## config.mk

```make
export PLATFORM = sky130hd
export DESIGN_NAME = multi_cycle_adder_flat
export DESIGN_NICKNAME = d
export VERILOG_FILES = /design/src/rtl/multi_cycle_adder_pkg.sv /design/src/rtl/multi_cycle_adder_if.sv /design/src/rtl/multi_cycle_adder_full_adder.sv /design/src/rtl/multi_cycle_adder.sv /design/src/flat_wrapper.sv
export SDC_FILE = /design/constraint.sdc
export NUM_CORES = 1
export LEC_CHECK = 0
export BUFFER_PORTS_ARGS = -buffer_cell sky130_fd_sc_hd__buf_2
export CAP_MARGIN = 10
export CORE_MARGIN = 8
export CORE_UTILIZATION = 29
export DETAILED_ROUTE_END_ITERATION = 7
export SYNTH_ARGS = -nofsm -noshare
export SYNTH_HDL_FRONTEND = slang
export SYNTH_SLANG_ARGS = --single-unit
```

## constraint.sdc

```tcl
create_clock -name clk -period 2.6 [get_ports clk]
set_input_delay 0.52 -clock clk [delete_from_list [all_inputs] [get_ports clk]]
set_output_delay 0.52 -clock clk [all_outputs]
set_load 0.02 [all_outputs]
```

## src/rtl/multi_cycle_adder_pkg.sv

```systemverilog
// Shared definitions for the chunked ripple-carry add/subtract unit.
package multi_cycle_adder_pkg;

    // Operation sequencing: accept, walk the chunks, present the result.
    typedef enum logic [1:0] {
        ST_IDLE = 2'd0,
        ST_RUN  = 2'd1,
        ST_DONE = 2'd2
    } state_e;

    // Chunk counter width; one spare bit so N itself is representable.
    function automatic int cnt_width(input int width, input int chunk);
        return $clog2(width / chunk) + 1;
    endfunction

endpackage

```

## src/rtl/multi_cycle_adder_if.sv

```systemverilog
// Operand/result handshake bundle for multi_cycle_adder.
interface multi_cycle_adder_if #(
    parameter int WIDTH = 32
);
    logic             in_valid;
    logic             in_ready;
    logic [WIDTH-1:0] a;
    logic [WIDTH-1:0] b;
    logic             cin;
    logic             sub;
    logic             out_valid;
    logic             out_ready;
    logic [WIDTH-1:0] sum;
    logic             cout;
    logic             ovf;

    // Producer/consumer side of the unit.
    modport master (
        output in_valid, a, b, cin, sub, out_ready,
        input  in_ready, out_valid, sum, cout, ovf
    );

    // The adder itself.
    modport slave (
        input  in_valid, a, b, cin, sub, out_ready,
        output in_ready, out_valid, sum, cout, ovf
    );
endinterface

```

## src/rtl/multi_cycle_adder_full_adder.sv

```systemverilog
// One-bit full adder; a chain of these forms the per-cycle chunk adder.
module full_adder (
    input  logic a_i,
    input  logic b_i,
    input  logic cin_i,
    output logic sum_o,
    output logic carry_o
);
    assign sum_o   = a_i ^ b_i ^ cin_i;
    assign carry_o = (a_i & b_i) | (cin_i & (a_i ^ b_i));
endmodule

```

## src/rtl/multi_cycle_adder.sv

```systemverilog
// WIDTH-bit add/subtract computed CHUNK bits per clock through a registered
// carry; one operation in flight, valid/ready on both sides.
module multi_cycle_adder
    import multi_cycle_adder_pkg::*;
#(
    parameter int WIDTH = 32,
    parameter int CHUNK = 4
) (
    input  logic                clk,
    input  logic                rst_n,
    multi_cycle_adder_if.slave  mca
);
    localparam int N     = WIDTH / CHUNK;
    localparam int CNT_W = cnt_width(WIDTH, CHUNK);

    if ((WIDTH % CHUNK) != 0 || CHUNK < 1 || CHUNK > WIDTH || WIDTH < 2) begin : g_param_chk
        $fatal(1, "multi_cycle_adder: WIDTH must be >= 2 and a multiple of CHUNK");
    end

    state_e           state_q;
    logic [WIDTH-1:0] a_q, b_q;      // operands, consumed from the LSB end
    logic [WIDTH-1:0] acc_q, acc_d;  // partial sum, filled from the MSB end
    logic [WIDTH-1:0] sum_q;         // last completed result
    logic             carry_q;
    logic [CNT_W-1:0] cnt_q;
    logic             cout_q, ovf_q;
    logic             in_ready_q, out_valid_q;

    logic [CHUNK:0]   c;
    logic [CHUNK-1:0] chunk_s;
    logic             last;

    // Ripple chain across the low CHUNK bits of the operand registers.
    assign c[0] = carry_q;
    for (genvar i = 0; i < CHUNK; i++) begin : g_fa
        full_adder u_fa (
            .a_i     (a_q[i]),
            .b_i     (b_q[i]),
            .cin_i   (c[i]),
            .sum_o   (chunk_s[i]),
            .carry_o (c[i+1])
        );
    end

    assign last = (cnt_q == CNT_W'(N - 1));

    // Shift the new chunk in at the top so after N steps the LSB chunk lands at bit 0.
    always_comb begin
        acc_d = (acc_q >> CHUNK) | (WIDTH'(chunk_s) << (WIDTH - CHUNK));
    end

    // Sequencer and datapath state; outputs are registered here too.
    always_ff @(posedge clk or negedge rst_n) begin
        if (!rst_n) begin
            state_q     <= ST_IDLE;
            a_q         <= '0;
            b_q         <= '0;
            acc_q       <= '0;
            sum_q       <= '0;
            carry_q     <= 1'b0;
            cnt_q       <= '0;
            cout_q      <= 1'b0;
            ovf_q       <= 1'b0;
            in_ready_q  <= 1'b1;
            out_valid_q <= 1'b0;
        end else begin
            case (state_q)
                ST_IDLE: begin
                    if (mca.in_valid && in_ready_q) begin
                        // Subtract is a + ~b + 1; cin only matters when adding.
                        a_q        <= mca.a;
                        b_q        <= mca.sub ? ~mca.b : mca.b;
                        carry_q    <= mca.sub ? 1'b1 : mca.cin;
                        cnt_q      <= '0;
                        acc_q      <= '0;
                        in_ready_q <= 1'b0;
                        state_q    <= ST_RUN;
                    end
                end
                ST_RUN: begin
                    a_q     <= a_q >> CHUNK;
                    b_q     <= b_q >> CHUNK;
                    carry_q <= c[CHUNK];
                    acc_q   <= acc_d;
                    cnt_q   <= cnt_q + CNT_W'(1);
                    if (last) begin
                        // Result only becomes visible here, so sum holds the
                        // previous answer throughout the run.
                        sum_q       <= acc_d;
                        cout_q      <= c[CHUNK];
                        ovf_q       <= c[CHUNK] ^ c[CHUNK-1];
                        out_valid_q <= 1'b1;
                        state_q     <= ST_DONE;
                    end
                end
                ST_DONE: begin
                    if (mca.out_ready) begin
                        out_valid_q <= 1'b0;
                        in_ready_q  <= 1'b1;
                        state_q     <= ST_IDLE;
                    end
                end
                default: begin
                    state_q <= ST_IDLE;
                end
            endcase
        end
    end

    assign mca.in_ready  = in_ready_q;
    assign mca.out_valid = out_valid_q;
    assign mca.sum       = sum_q;
    assign mca.cout      = cout_q;
    assign mca.ovf       = ovf_q;

endmodule
```

## src/flat_wrapper.sv

```systemverilog
// flat-port wrapper written by rule: the top's interface ports become plain ports
module multi_cycle_adder_flat import multi_cycle_adder_pkg::*;
#(
    parameter int WIDTH = 32,
    parameter int CHUNK = 4
)
  (clk, rst_n, mca_in_valid, mca_a, mca_b, mca_cin, mca_sub, mca_out_ready, mca_in_ready, mca_out_valid, mca_sum, mca_cout, mca_ovf);
  multi_cycle_adder_if #(.WIDTH(WIDTH)) mca_i ();
  input  logic clk;
  input  logic rst_n;
  input wire logic [$bits(mca_i.in_valid)-1:0] mca_in_valid;
  input wire logic [$bits(mca_i.a)-1:0] mca_a;
  input wire logic [$bits(mca_i.b)-1:0] mca_b;
  input wire logic [$bits(mca_i.cin)-1:0] mca_cin;
  input wire logic [$bits(mca_i.sub)-1:0] mca_sub;
  input wire logic [$bits(mca_i.out_ready)-1:0] mca_out_ready;
  output wire logic [$bits(mca_i.in_ready)-1:0] mca_in_ready;
  output wire logic [$bits(mca_i.out_valid)-1:0] mca_out_valid;
  output wire logic [$bits(mca_i.sum)-1:0] mca_sum;
  output wire logic [$bits(mca_i.cout)-1:0] mca_cout;
  output wire logic [$bits(mca_i.ovf)-1:0] mca_ovf;
  assign mca_i.in_valid = mca_in_valid;
  assign mca_i.a = mca_a;
  assign mca_i.b = mca_b;
  assign mca_i.cin = mca_cin;
  assign mca_i.sub = mca_sub;
  assign mca_i.out_ready = mca_out_ready;
  assign mca_in_ready = mca_i.in_ready;
  assign mca_out_valid = mca_i.out_valid;
  assign mca_sum = mca_i.sum;
  assign mca_cout = mca_i.cout;
  assign mca_ovf = mca_i.ovf;
  multi_cycle_adder #(.WIDTH(WIDTH), .CHUNK(CHUNK)) u_core (.clk(clk), .rst_n(rst_n), .mca(mca_i));
endmodule
```

==> results.yml, run 1 <==
global_routing:
  grtUsageTotal_pct: 11.9
  grt_first_pass_wirelength_um: 23200
  antenna_found_initial: 0
  grt.met1_usage_pct: 16.0
  globalRouteMet3Util_pct: 3.68
  grt_busiest_layer: "met2"
  grt_util_met2_pct: 17.8
  via_count_of_the_first_global_routing_pass: 4398
  pin_count_of_the_biggest_net_entering_global_routing: 86
  global_route.overflow_total: 0
clock_network:
  cts.path.max_buffers: 2
  htree_levels: 4
  cts-buffers-inserted: 17
  root_buffer: "sky130_fd_sc_hd__clkbuf_16"
  worst_setup_hold_path_clk_slew_ns: 0.06
  tritoncts: "yes"
  insertion_delay_ns: 0.41
  clock_sink_count: 135
sta:
  skew_ns: 0.00852
  fmax_mhz: 414
  rsz_0062_raised_after_global_routing: "false"
  maxSlewHeadroom_pct: 40.3
  worst_hold_slack_ns: 0.301
  timing.final.ws_setup_ns: 0.187
  final.min_clock_period_ns: 2.41
  tns_ns: 0
  fin_max_slew_vios: 0
  final_setup_viols: 0
  timing_hold_violations_final: 0
  worst_pin_slew_ns: 0.895
  finalCritPeriodShare_pct: 92.8
routing:
  postRouteAntennaNets: 0
  routed_via_density: 4.71
  postRouteWirelength_um: 14200
  detail_route.first_pass.iterations: 4
  drt_first_iter_violations: 224
  route.detailed.drc: 0
  dr_total_vias: 4244
  routed_wire_per_std_cell_um: 15.7
placed_design:
  place_hpwl_um: 9240
  place_worst_setup_slack_ns: 0.124
  finalWeightedCongestion: 0.724
  placed_cells: 869
  dpl-instance-area_um2: 6640
  io_buffer_count: 105
synthesis:
  synth_area_um2: 5810
  netlist-cell-type-count: 30
  mappedNetlistNets: 606
  synth.area.top_cells: "sky130_fd_sc_hd__dfrtp_1 (58%), sky130_fd_sc_hd__mux2_2 (5.8%), sky130_fd_sc_hd__xnor2_1 (5.1%), sky130_fd_sc_hd__a221o_1 (5.0%), sky130_fd_sc_hd__nand2_1 (4.3%)"
  yosys_warning_count: 0
  post_synth.cell_area_avg_um2: 10.9
  postSynthRegisterBits: 135
  synthesis.instances: 531
  yosysSeqAreaShare_pct: 58.1
  yosys.area.top_type: "sky130_fd_sc_hd__dfrtp_1"
  synth_largest_type_area_fraction_pct: 57.7
min_path:
  hold_class: "in2reg"
floorplanning:
  core.rowCount: 51
  die_height_um: 158
  die_w_um: 158
  coreArea_um2: 19600
  die-area_um2: 24800
  io-pin-count: 106
  start_util_pct: 29.7
finish:
  multi_input_area_um2: 2240
  final-seq-area_um2: 3380
  final_net_count: 699
  insertedDiodeCount: 0
  area_growth_pct: 25.0
  fillers: 1996
  design_area_um2: 7270
  layout-drive-gt1-share_pct: 29.2
  fin_util_pct: 37.1
  finalNonFillerCells: 902
pwr:
  overall_power_of_the_completed_layout_mw: 8.57
  ir_worst_vdd_mv: 0.469
  power-per-cell-area_nw_per_um2: 1180
  power.static_leakage_nw: 3.52
worst_setup_path:
  setup.worst_path.end_class: "flip-flop"
  critical_path_data_required_time_ns: 2.90
  path_max_fanout: 2
  worstPathArrival_ns: 2.71
  critPathLaunchType: "flip-flop"
  timing.setup.critical_path_class: "reg2reg"
job:
  drv_cap: 0
outcome:
  run_status: "finished clean"
final cells by class:
class / count / area share, %
clock inverter: 11 / 2.01
timing repair buffer: 117 / 9.11
tap: 265 / 4.56
clock buffer: 21 / 6.47
inverter: 11 / 0.568
sequential: 135 / 46.5
multi-input combinational: 342 / 30.8
final timing paths:
| kind | start | end | slack, ns | cells past startpoint |
|---|---|---|---|---|
| worst max-delay path | u_core.b_q[0]$_DFFE_PN0P_ | u_core.mca.sum[31]$_DFFE_PN0P_ | 0.19 | 9 |
| worst min-delay path | mca_a[31] | u_core.a_q[31]$_DFFE_PN0P_ | 0.30 | 3 |
| worst max register to register | u_core.b_q[0]$_DFFE_PN0P_ | u_core.mca.sum[31]$_DFFE_PN0P_ | 0.19 | 9 |
| worst min register to register | u_core.mca.out_valid$_DFFE_PN0P_ | u_core.mca.out_valid$_DFFE_PN0P_ | 0.48 | 1 |
| max in group asynchronous | rst_n | u_core.mca.sum[1]$_DFFE_PN0P_ | 1.34 | 3 |
| min in group asynchronous | rst_n | u_core.acc_q[17]$_DFFE_PN0P_ | 0.54 | 2 |
synth_stat cells:
master                      number
sky130_fd_sc_hd__nand3_1        37
sky130_fd_sc_hd__nor3_1         26
sky130_fd_sc_hd__a21o_1          2
sky130_fd_sc_hd__buf_2          17
sky130_fd_sc_hd__nand2_1        67
sky130_fd_sc_hd__o32ai_1         1
sky130_fd_sc_hd__buf_6           3
sky130_fd_sc_hd__nor4bb_1        1
sky130_fd_sc_hd__clkbuf_1       17
sky130_fd_sc_hd__nand4bb_1       1
sky130_fd_sc_hd__nor3_4          1
sky130_fd_sc_hd__dfrtp_1       134
sky130_fd_sc_hd__o21ai_0         9
sky130_fd_sc_hd__nor3b_1         1
sky130_fd_sc_hd__fa_1            4
sky130_fd_sc_hd__nor2b_1         3
sky130_fd_sc_hd__ha_1            1
sky130_fd_sc_hd__xnor2_1        34
sky130_fd_sc_hd__mux2_1          2
sky130_fd_sc_hd__mux2_2         30
sky130_fd_sc_hd__nor2_1         57
sky130_fd_sc_hd__dfstp_2         1
sky130_fd_sc_hd__a21oi_1         3
sky130_fd_sc_hd__a221o_1        29
sky130_fd_sc_hd__inv_1          11
sky130_fd_sc_hd__nand2b_1        1
sky130_fd_sc_hd__nand4_1         1
sky130_fd_sc_hd__o22ai_1        28
sky130_fd_sc_hd__mux2i_1         3
sky130_fd_sc_hd__buf_1           6
sequential cells by signal, summed over array words and instances, names as in the netlist:
name                  count
u_core.mca.out_valid      1
u_core.mca.cout           1
u_core.a_q               32
u_core.mca.ovf            1
u_core.b_q               32
u_core.cnt_q              4
u_core.mca.in_ready       1
u_core.state_q            2
u_core.carry_q            1
u_core.acc_q             28
u_core.mca.sum           32
power by group:
group / switching [mW] / total, mW / internal (mW)
combinational: 1.55 / 2.65 / 1.10
sequential: 0.523 / 3.42 / 2.90
clock: 0.909 / 2.49 / 1.59
total: 2.98 / 8.57 / 5.59
placed cells by master (no fill, tap or decap), types with 3 or more instances in the layout:
master and count:
sky130_fd_sc_hd__dfrtp_1 134, sky130_fd_sc_hd__buf_2 104, sky130_fd_sc_hd__nand2_1 67, sky130_fd_sc_hd__nor2_1 56, sky130_fd_sc_hd__nand3_1 37, sky130_fd_sc_hd__xnor2_1 34
sky130_fd_sc_hd__mux2_2 30, sky130_fd_sc_hd__a221o_1 29, sky130_fd_sc_hd__o22ai_1 28, sky130_fd_sc_hd__nor3_1 26, sky130_fd_sc_hd__clkbuf_16 17, sky130_fd_sc_hd__inv_1 11
sky130_fd_sc_hd__o21ai_0 9, sky130_fd_sc_hd__buf_4 8, sky130_fd_sc_hd__mux2i_1 3, sky130_fd_sc_hd__a21oi_1 3, sky130_fd_sc_hd__clkinv_2 3, sky130_fd_sc_hd__clkbuf_8 3
sky130_fd_sc_hd__bufinv_16 3, sky130_fd_sc_hd__buf_12 3
worst max-delay path, stage by stage, from the launching register on:
cell                      delay (ns)
sky130_fd_sc_hd__dfrtp_1        0.35
sky130_fd_sc_hd__inv_1          0.06
sky130_fd_sc_hd__fa_1           0.38
sky130_fd_sc_hd__inv_1          0.09
sky130_fd_sc_hd__fa_1           0.17
sky130_fd_sc_hd__inv_1          0.06
sky130_fd_sc_hd__fa_2           0.40
sky130_fd_sc_hd__inv_1          0.09
sky130_fd_sc_hd__fa_2           0.43
sky130_fd_sc_hd__mux2_2         0.27
kinds of logic after synthesis:
family | synth area share, %
compound gates | 9.45
xor+xnor | 5.12
fa+ha+maj | 1.59
buf+inv | 4.24
flops | 58.1
mux | 6.72
simple gates | 14.7
routing by layer:
layer / vias up / routed length [µm] / share of wire (%)
li1: 2038 / - / -
met3: 16 / 786 / 5.5
met5: - / 0 / 0
met1: 2092 / 6750 / 48
met4: 0 / 240 / 1.7
met2: 98 / 6410 / 45
what timing repair did:
item	CTS	global route
gates resized for setup	0	2
endpoints found under the hold margin	22	0
endpoints found under the setup margin	0	2
hold buffers	1	0
setup buffers	0	0
No activity file was read; power rests on OpenSTA's default activity.
==> run 2, diff against run 1 <==
==> constraint.sdc (replaced) <==
create_clock -name clk -period 2.03 [get_ports clk]
set_input_delay 0.406 -clock clk [delete_from_list [all_inputs] [get_ports clk]]
set_output_delay 0.406 -clock clk [all_outputs]
set_load 0.02 [all_outputs]
==> results.yml, run 2 (same netlist as run 1, synthesis figures left out) <==
finish:
  mostFrequentLayoutCells: "sky130_fd_sc_hd__dfrtp_1 (134), sky130_fd_sc_hd__buf_2 (104), sky130_fd_sc_hd__nand2_1 (67), sky130_fd_sc_hd__nor2_1 (56), sky130_fd_sc_hd__nand3_1 (37)"
  area_growth_pct: 27.4
  design_area_um2: 7410
  layout-drive-gt1-share_pct: 31.5
  mostFrequentLayoutCell: "sky130_fd_sc_hd__dfrtp_1"
  finalNonFillerCells: 910
  insertedDiodeCount: 0
  final_net_count: 709
floorplanning:
  start_util_pct: 29.7
  io-pin-count: 106
  coreArea_um2: 19600
  core.rowCount: 51
  die_w_um: 158
  die-area_um2: 24800
  die_height_um: 158
placed_design:
  placed_cells: 876
  io_buffer_count: 105
  finalWeightedCongestion: 0.698
  dpl-instance-area_um2: 6750
  place_hpwl_um: 9220
pwr:
  power.static_leakage_nw: 3.59
  share_seq_of_total_power_pct: 39.3
  ir_worst_vdd_mv: 0.669
  switchingPower_mw: 3.82
  netSwitchingFraction_pct: 34.1
  combinationalPowerShare_pct: 32.5
  power-per-cell-area_nw_per_um2: 1510
  pwr-share-clk_pct: 28.2
  internal_power_mw: 7.36
routing:
  drt_first_iter_violations: 233
  postRouteWirelength_um: 14100
  postRouteAntennaNets: 0
  detail_route.first_pass.iterations: 4
  dr_total_vias: 4200
  routed_wire_per_std_cell_um: 15.5
  route.detailed.drc: 0
  routed_via_density: 4.62
clock_network:
  worst_setup_hold_path_clk_slew_ns: 0.05
  htree_levels: 4
  root_buffer: "sky130_fd_sc_hd__clkbuf_16"
  tritoncts: "yes"
  clock_sink_count: 135
  insertion_delay_ns: 0.40
  cts-buffers-inserted: 17
  cts.path.max_buffers: 2
outcome:
  run_status: "finished with violations"
  failed_checks: "negative setup slack"
sta:
  rsz_0062_raised_after_global_routing: "true"
  final.min_clock_period_ns: 2.26
  fmax_mhz: 442
  worst_hold_slack_ns: 0.195
  final_setup_viols: 5
  worst_pin_slew_ns: 0.507
  timing_hold_violations_final: 0
  maxSlewHeadroom_pct: 66.2
  timing.final.ws_setup_ns: -0.230
  finalCritPeriodShare_pct: 111
  fin_max_slew_vios: 0
  skew_ns: 0.00610
global_routing:
  via_count_of_the_first_global_routing_pass: 4346
  pin_count_of_the_biggest_net_entering_global_routing: 86
  global_route.overflow_total: 0
  antenna_found_initial: 0
  grt_first_pass_wirelength_um: 23000
  grtUsageTotal_pct: 11.8
worst_setup_path:
  worstPathArrival_ns: 2.54
  path_max_fanout: 2
  critical_path_data_required_time_ns: 2.31
  timing.setup.critical_path_class: "reg2reg"
  setup.worst_path.end_class: "flip-flop"
  critPathLaunchType: "flip-flop"
job:
  drv_cap: 0
min_path:
  hold_class: "in2reg"
run 2: changes by cell type in the layout (fill, tap and decap cells not counted), sizes merged:
cell      before  now
buf          116  126
inv           12   11
clkinvlp       2    1
clkinv         5    4
clkbuf        21   22
run 2: what timing repair did:
action                                 4_1_cts  5_1_grt
gates resized for setup                      3        2
cloned                                       0        0
setup buffers                                2        1
setup endpoints to repair                    4        5
endpoints found under the hold margin       46        0
hold buffers                                 1        0
pin swaps                                    1        0
run 2: worst paths after layout:
path | from | end | slack, ns | cells past startpoint
worst min register to register | u_core.mca.out_valid$_DFFE_PN0P_ | u_core.mca.out_valid$_DFFE_PN0P_ | 0.48 | 1
min in group asynchronous | rst_n | u_core.a_q[16]$_DFFE_PN0P_ | 0.52 | 2
worst min-delay path | mca_a[31] | u_core.a_q[31]$_DFFE_PN0P_ | 0.20 | 3
worst max register to register | u_core.carry_q$_DFFE_PN0P_ | u_core.mca.sum[31]$_DFFE_PN0P_ | -0.23 | 9
worst max-delay path | u_core.carry_q$_DFFE_PN0P_ | u_core.mca.sum[31]$_DFFE_PN0P_ | -0.23 | 9
max in group asynchronous | rst_n | u_core.mca.sum[2]$_DFFE_PN0P_ | 0.91 | 3
run 2: cell type report:
type,instances,area (µm²)
multi-input combinational,342,2260
clock buffer,22,484
clock inverter,8,121
sequential,135,3380
inverter,11,41.3
tap,265,332
fill,1992,12200
timing repair buffer,127,791
run 2: metrics by stage:
stage	utilization, %	worst slack (ns)	total power [mW]	setup TNS [ns]
after floorplan	-	-0.172	6.75	-0.253
after global routing	37.8	-0.296	12.0	-0.916
after global placement	34.5	-0.200	7.92	-0.362
final	37.8	-0.230	11.2	-0.559
after CTS	37.7	-0.231	11.3	-0.491
after detailed placement	34.5	-0.223	8.00	-0.489
run 2: worst max-delay path: stages, from the launching register on:
cell and delay, ns:
sky130_fd_sc_hd__dfrtp_1 0.33, sky130_fd_sc_hd__inv_2 0.05, sky130_fd_sc_hd__fa_2 0.37, sky130_fd_sc_hd__inv_2 0.06, sky130_fd_sc_hd__fa_2 0.19, sky130_fd_sc_hd__inv_2 0.04, sky130_fd_sc_hd__fa_2 0.34, sky130_fd_sc_hd__inv_2 0.06
sky130_fd_sc_hd__fa_2 0.43, sky130_fd_sc_hd__mux2_4 0.26
run 2: routing by layer:
layer / vias to the layer above / wire [µm] / GRT usage (%)
li1: 2049 / - / -
met1: 2045 / 6910 / 15.9
met2: 89 / 6420 / 17.9
met3: 17 / 603 / 3.16
met4: 0 / 206 / 3.76
met5: - / 0 / 0
run 2: power groups by stage:
stage | combinational, mW | clock [mW] | sequential, mW
detailed placement | 3.57 | 0 | 4.42
finish | 3.64 | 3.15 | 4.39
CTS | 3.63 | 3.25 | 4.40
global placement | 3.50 | 0 | 4.42
global route | 4.08 | 3.36 | 4.53
floorplan | 2.24 | 0 | 4.50
